==> config.mk <==
export PLATFORM = sky130hd
export DESIGN_NAME = struct_stream_deser
export DESIGN_NICKNAME = d
export VERILOG_FILES = /design/src/rtl/struct_stream_deser_pkg.sv /design/src/rtl/struct_stream_deser_skid.sv /design/src/rtl/struct_stream_deser.sv
export SDC_FILE = /design/constraint.sdc
export NUM_CORES = 1
export LEC_CHECK = 0
export ABC_CLOCK_PERIOD_IN_PS = 2050
export CORE_UTILIZATION = 55
export DETAILED_ROUTE_END_ITERATION = 10
export GPL_TIMING_DRIVEN = 0
export PLACE_DENSITY_LB_ADDON = 0.3
export SLEW_MARGIN = 10
export SYNTH_ARGS = -nofsm -noshare
export SYNTH_HDL_FRONTEND = slang
export SYNTH_SLANG_ARGS = --single-unit
==> constraint.sdc <==
create_clock -name clk -period 2.05 [get_ports clk]
set_input_delay 0.3075 -clock clk [delete_from_list [all_inputs] [get_ports clk]]
set_output_delay 0.3075 -clock clk [all_outputs]
set_load 0.02 [all_outputs]
==> src/rtl/struct_stream_deser_pkg.sv <==
// Shared stream types for the link deserializers: per-struct metadata,
// link width and the deserializer state encoding.
package struct_stream_deser_pkg;

    localparam int LINK_WIDTH = 8;

    // Single metadata record shared by triangle and pixel streams.
    typedef struct packed {
        logic last;
    } stream_metadata_t;

    typedef enum logic [0:0] {
        COLLECT = 1'b0,
        HOLD    = 1'b1
    } deser_state_e;

    function automatic int ceil_div(input int num, input int den);
        return (num + den - 1) / den;
    endfunction

endpackage

==> src/rtl/struct_stream_deser_skid.sv <==
// Output holding register with valid/ready handshake; a load may only be
// issued while the register is empty or being drained in the same cycle.
module struct_stream_deser_skid
    import struct_stream_deser_pkg::*;
#(
    parameter int WIDTH = 32
) (
    input  logic             clk,
    input  logic             rstn,
    input  logic             load,
    input  logic [WIDTH-1:0] load_data,
    input  stream_metadata_t load_meta,
    input  logic             out_ready,
    output logic             out_valid,
    output logic [WIDTH-1:0] out_data,
    output logic             out_last
);

    logic             valid_reg;
    logic [WIDTH-1:0] data_reg;
    stream_metadata_t meta_reg;

    always_ff @(posedge clk) begin
        if (!rstn) begin
            valid_reg <= 1'b0;
            data_reg  <= '0;
            meta_reg  <= '0;
        end else if (load) begin
            valid_reg <= 1'b1;
            data_reg  <= load_data;
            meta_reg  <= load_meta;
        end else if (out_ready) begin
            valid_reg <= 1'b0;
        end
    end

    assign out_valid = valid_reg;
    assign out_data  = data_reg;
    assign out_last  = meta_reg.last;

endmodule

==> src/rtl/struct_stream_deser.sv <==
// Packs IN_WIDTH beats into one OUT_WIDTH struct word with last flag and
// truncation detection. Optional counters: define STRUCT_DESER_STATS_EN.
module struct_stream_deser
    import struct_stream_deser_pkg::*;
#(
    parameter int IN_WIDTH  = LINK_WIDTH,
    parameter int OUT_WIDTH = 32,
    parameter bit MSB_FIRST = 1'b0
) (
    input  logic                 clk,
    input  logic                 rstn,
    input  logic                 in_valid,
    output logic                 in_ready,
    input  logic [IN_WIDTH-1:0]  in_data,
    input  logic                 in_last,
    output logic                 out_valid,
    input  logic                 out_ready,
    output logic [OUT_WIDTH-1:0] out_data,
    output logic                 out_last,
    output logic                 err_trunc
`ifdef STRUCT_DESER_STATS_EN
    ,
    output logic [31:0]          stat_structs,
    output logic [15:0]          stat_trunc
`endif
);

    localparam int BEATS = ceil_div(OUT_WIDTH, IN_WIDTH);
    localparam int PAD   = BEATS * IN_WIDTH - OUT_WIDTH;
    localparam int CNT_W = (BEATS > 1) ? $clog2(BEATS) : 1;

    deser_state_e     state_reg, state_next;
    logic [CNT_W-1:0] beat_cnt_reg, beat_cnt_next;
    logic             err_trunc_reg;
    logic             final_beat;
    logic             beat_acc;
    logic             final_acc;
    logic             trunc_acc;
    logic [OUT_WIDTH-1:0] asm_word;
    stream_metadata_t load_meta;

    assign final_beat = (beat_cnt_reg == CNT_W'(BEATS - 1));
    // Only the closing beat can stall; earlier beats land in the slot registers.
    assign in_ready   = !final_beat || !out_valid || out_ready;
    assign beat_acc   = in_valid && in_ready;
    assign final_acc  = beat_acc && final_beat;
    assign trunc_acc  = beat_acc && in_last && !final_beat;
    assign load_meta  = '{last: in_last};

    // The final beat bypasses storage so the struct appears one cycle after it.
    genvar gi;
    generate
        for (gi = 0; gi < BEATS; gi++) begin : g_slot
            if (gi == BEATS - 1) begin : g_final
                localparam int FW   = IN_WIDTH - PAD;
                localparam int FLO  = MSB_FIRST ? 0 : (BEATS - 1) * IN_WIDTH;
                localparam int FSRC = MSB_FIRST ? PAD : 0;
                assign asm_word[FLO +: FW] = in_data[FSRC +: FW];
            end else begin : g_store
                localparam int LO = MSB_FIRST ? (BEATS - 1 - gi) * IN_WIDTH - PAD
                                              : gi * IN_WIDTH;
                logic [IN_WIDTH-1:0] slot_reg;
                always_ff @(posedge clk) begin
                    if (!rstn) begin
                        slot_reg <= '0;
                    end else if (beat_acc && beat_cnt_reg == CNT_W'(gi)) begin
                        slot_reg <= in_data;
                    end
                end
                assign asm_word[LO +: IN_WIDTH] = slot_reg;
            end
        end
    endgenerate

    always_ff @(posedge clk) begin
        if (!rstn) begin
            state_reg     <= COLLECT;
            beat_cnt_reg  <= '0;
            err_trunc_reg <= 1'b0;
        end else begin
            state_reg     <= state_next;
            beat_cnt_reg  <= beat_cnt_next;
            err_trunc_reg <= trunc_acc;
        end
    end

    always_comb begin
        state_next    = state_reg;
        beat_cnt_next = beat_cnt_reg;
        if (final_acc || trunc_acc) begin
            beat_cnt_next = '0;
        end else if (beat_acc) begin
            beat_cnt_next = beat_cnt_reg + CNT_W'(1);
        end
        case (state_reg)
            COLLECT: begin
                if ((final_acc || out_valid) && !out_ready) begin
                    state_next = HOLD;
                end
            end
            HOLD: begin
                if (out_ready) begin
                    state_next = COLLECT;
                end
            end
            default: state_next = COLLECT;
        endcase
    end

    struct_stream_deser_skid #(
        .WIDTH (OUT_WIDTH)
    ) u_skid (
        .clk       (clk),
        .rstn      (rstn),
        .load      (final_acc),
        .load_data (asm_word),
        .load_meta (load_meta),
        .out_ready (out_ready),
        .out_valid (out_valid),
        .out_data  (out_data),
        .out_last  (out_last)
    );

    assign err_trunc = err_trunc_reg;

`ifdef STRUCT_DESER_STATS_EN
    logic [31:0] stat_structs_reg;
    logic [15:0] stat_trunc_reg;

    always_ff @(posedge clk) begin
        if (!rstn) begin
            stat_structs_reg <= '0;
            stat_trunc_reg   <= '0;
        end else begin
            if (out_valid && out_ready) begin
                stat_structs_reg <= stat_structs_reg + 32'd1;
            end
            if (err_trunc_reg) begin
                stat_trunc_reg <= stat_trunc_reg + 16'd1;
            end
        end
    end

    assign stat_structs = stat_structs_reg;
    assign stat_trunc   = stat_trunc_reg;
`endif

endmodule

==> impl_metrics.yaml <==
timing:
  finalCriticalPeriod_ns: 1.94
  timing.final.crit_share_pct: 94.8
  grt_setup_unrepaired: "false"
  tightest_slew_ns: 0.503
  holdWs_ns: 0.384
  setup_tns_ns: 0
  slew_viol_final: 0
  skew_ns: 0.00612
  layout_setup_ws_ns: 0.106
  hold_viol_final: 0
  setup-violations-final: 0
  fmax_mhz: 514
  relSlewSlack_pct: 66.4
worst_setup_path:
  setup.worst_path.start: "beat_cnt_reg[0]"
  setup.worst_path.start_class: "flip-flop"
  crit_type: "reg -> out"
  crit_required_ns: 1.74
  path_max_fanout: 5
  cp.arrival_ns: 1.64
  end_kind: "primary output"
  cp-endpoint: "in_ready"
  r2r_cells: 5
  r2r_setup_slack_ns: 0.56
  r2r_start: "beat_cnt_reg[0]"
  r2r_end: "u_skid.out_data[19]"
layout:
  finalNetCount: 340
  area_growth_pct: 28.5
  largest_reg_flops: 32
  final_core_util_pct: 73.6
  layout_common_cells: "dfxtp_1 (61), clkdlybuf4s50_1 (47), nand2_1 (36)"
  final_common_cell: "dfxtp_1"
  fillCellCount: 346
  multi_input_area_sq_mm: 0.00113
  final-seq-area_sq_mm: 0.00122
  drive_gt1_share_pct: 11.0
  num_antenna_cells: 0
place:
  pre_cts_ws_ns: 0.180
  io_buffers: 47
  gp_congestion: 0.795
  post-dp-hpwl_mm: 3.97
yosys:
  synthFlopType: "dfxtp_1"
  async_reset_ff_share_pct: 0
  ys.warnings.count: 0
  netlist-cell-type-count: 21
  yosysSeqAreaShare_pct: 48.6
  syn-num-nets: 282
  postSynthAreaPerCell_sq_um: 9.48
  synth_edf_count: 0
  synth_top_area_share_pct: 48.6
  yosys.area.top_type: "dfxtp_1"
  synth.area.top_cells: "dfxtp_1 (49%), mux2i_1 (10%), a21boi_1 (9.3%), nand3_1 (7.0%), o21ai_0 (6.6%)"
  syn_area_sq_mm: 0.00251
  synth_cells: 265
  synth_seq_cells: 61
global_route:
  grt_max_degree: 11
  antenna_found_initial: 0
  grt.total_usage_pct: 25.6
  grt_first_pass_wirelength_mm: 9.67
  grt.overflow.total: 0
  grt_pass1_vias: 2065
clocking:
  htreeDepth: 3
  cts.sinks: 61
  clkLatencyLatePin_ns: 0.34
  clk_path_buf_depth: 2
  cts_buffers: 9
  postCtsSetupBuffers: 0
  cts_tree: "yes"
  cts-root-buf: "clkbuf_8"
  path_clk_slew_ns: 0.06
floorplan:
  rows: 24
  pin_count: 49
  die_h_microns: 69.6
  die_area_sq_mm: 0.00484
  chipWidth_microns: 69.6
  coreArea_sq_mm: 0.00438
  start_util_pct: 57.3
power:
  leakagePower_nw: 1.17
  power_density_mw_per_mm2: 715
  ir_drop_v: 0.000504
status:
  status: "finished clean"
routing:
  wl_mm: 5.77
  wl_per_cell_microns: 15.2
  ant_nets: 0
  drtIter0Drc: 123
  drc_errors: 0
  vias: 2118
  viasPerCell: 5.57
  first_pass_iters: 4
job:
  maxCapViolations: 0
min_path:
  hold_class: "in -> reg"
  holdPathStages: 2
## worst max-delay path: stages, from the launching register on
cell and delay [ns]:
dfxtp_1 0.38, ha_2 0.26, nand3b_4 0.11, clkdlybuf4s50_1 0.55
## worst min-delay path by stage
stage | start | endpoint
detailed placement | g_slot[0].g_store.slot_reg[0] | g_slot[0].g_store.slot_reg[0]
CTS | rstn | err_trunc
finish | rstn | err_trunc
global placement | g_slot[1].g_store.slot_reg[1] | g_slot[1].g_store.slot_reg[1]
floorplan | g_slot[0].g_store.slot_reg[0] | g_slot[0].g_store.slot_reg[0]
global route | rstn | err_trunc
## per-layer routing
metal	vias up	global-route usage [%]	wire length [microns]
met2	48	42.3	2800
met1	1033	32.1	2640
met3	10	6.40	201
met5	-	0	0
met4	0	9.98	121
li1	1027	-	-
## cell usage after synthesis, types with 2 or more instances
library cell,instances
a21boi_0,3
a21boi_1,31
and3_4,3
buf_2,5
buf_6,6
clkbuf_1,10
clkbuf_2,3
dfxtp_1,61
ha_1,4
inv_1,2
mux2i_1,26
nand2_1,36
nand3_1,35
o21ai_0,33
## through the flow
stage          cell area (sq um)  std cells  power (mW)
6_report                    3230        380        2.31
5_1_grt                     3230        380        2.37
4_1_cts                     3220        380        2.30
3_5_place_dp                3050        364        1.38
3_3_place_gp                3050        364        1.37
2_1_floorplan               2510        265        1.32
## final cells by class
type / count / share of cell area [%]
multi-input combinational: 177 / 35.1
tap: 52 / 2.02
clock inverter: 4 / 0.698
inverter: 2 / 0.233
buffer: 25 / 4.73
timing repair buffer: 47 / 14.6
clock buffer: 12 / 4.81
sequential: 61 / 37.8
## timing repair
| item | 4_1_cts | 5_1_grt |
|---|---|---|
| endpoints found under the hold margin | 0 | 0 |
| setup endpoints to repair | 0 | 1 |
| hold buffers | 0 | 0 |
| gates resized for setup | 0 | 1 |
## report_power, final
part	total (mW)	internal, mW	switching, mW
registers	1.22	1.21	0.0113
clock network	0.956	0.498	0.458
logic	0.134	0.0655	0.0688
total	2.31	1.77	0.538
## cells by family after synthesis
family	after synthesis	share of synthesized area (%)
flip-flops	61	48.6
multiplexers	26	10.4
adder cells (fa/ha/maj)	4	1.99
AND/OR/NAND/NOR	80	15.9
AO/OA/AOI/OAI	67	16.7
buffers and inverters	27	6.38
No activity file was read; power rests on OpenSTA's default activity.
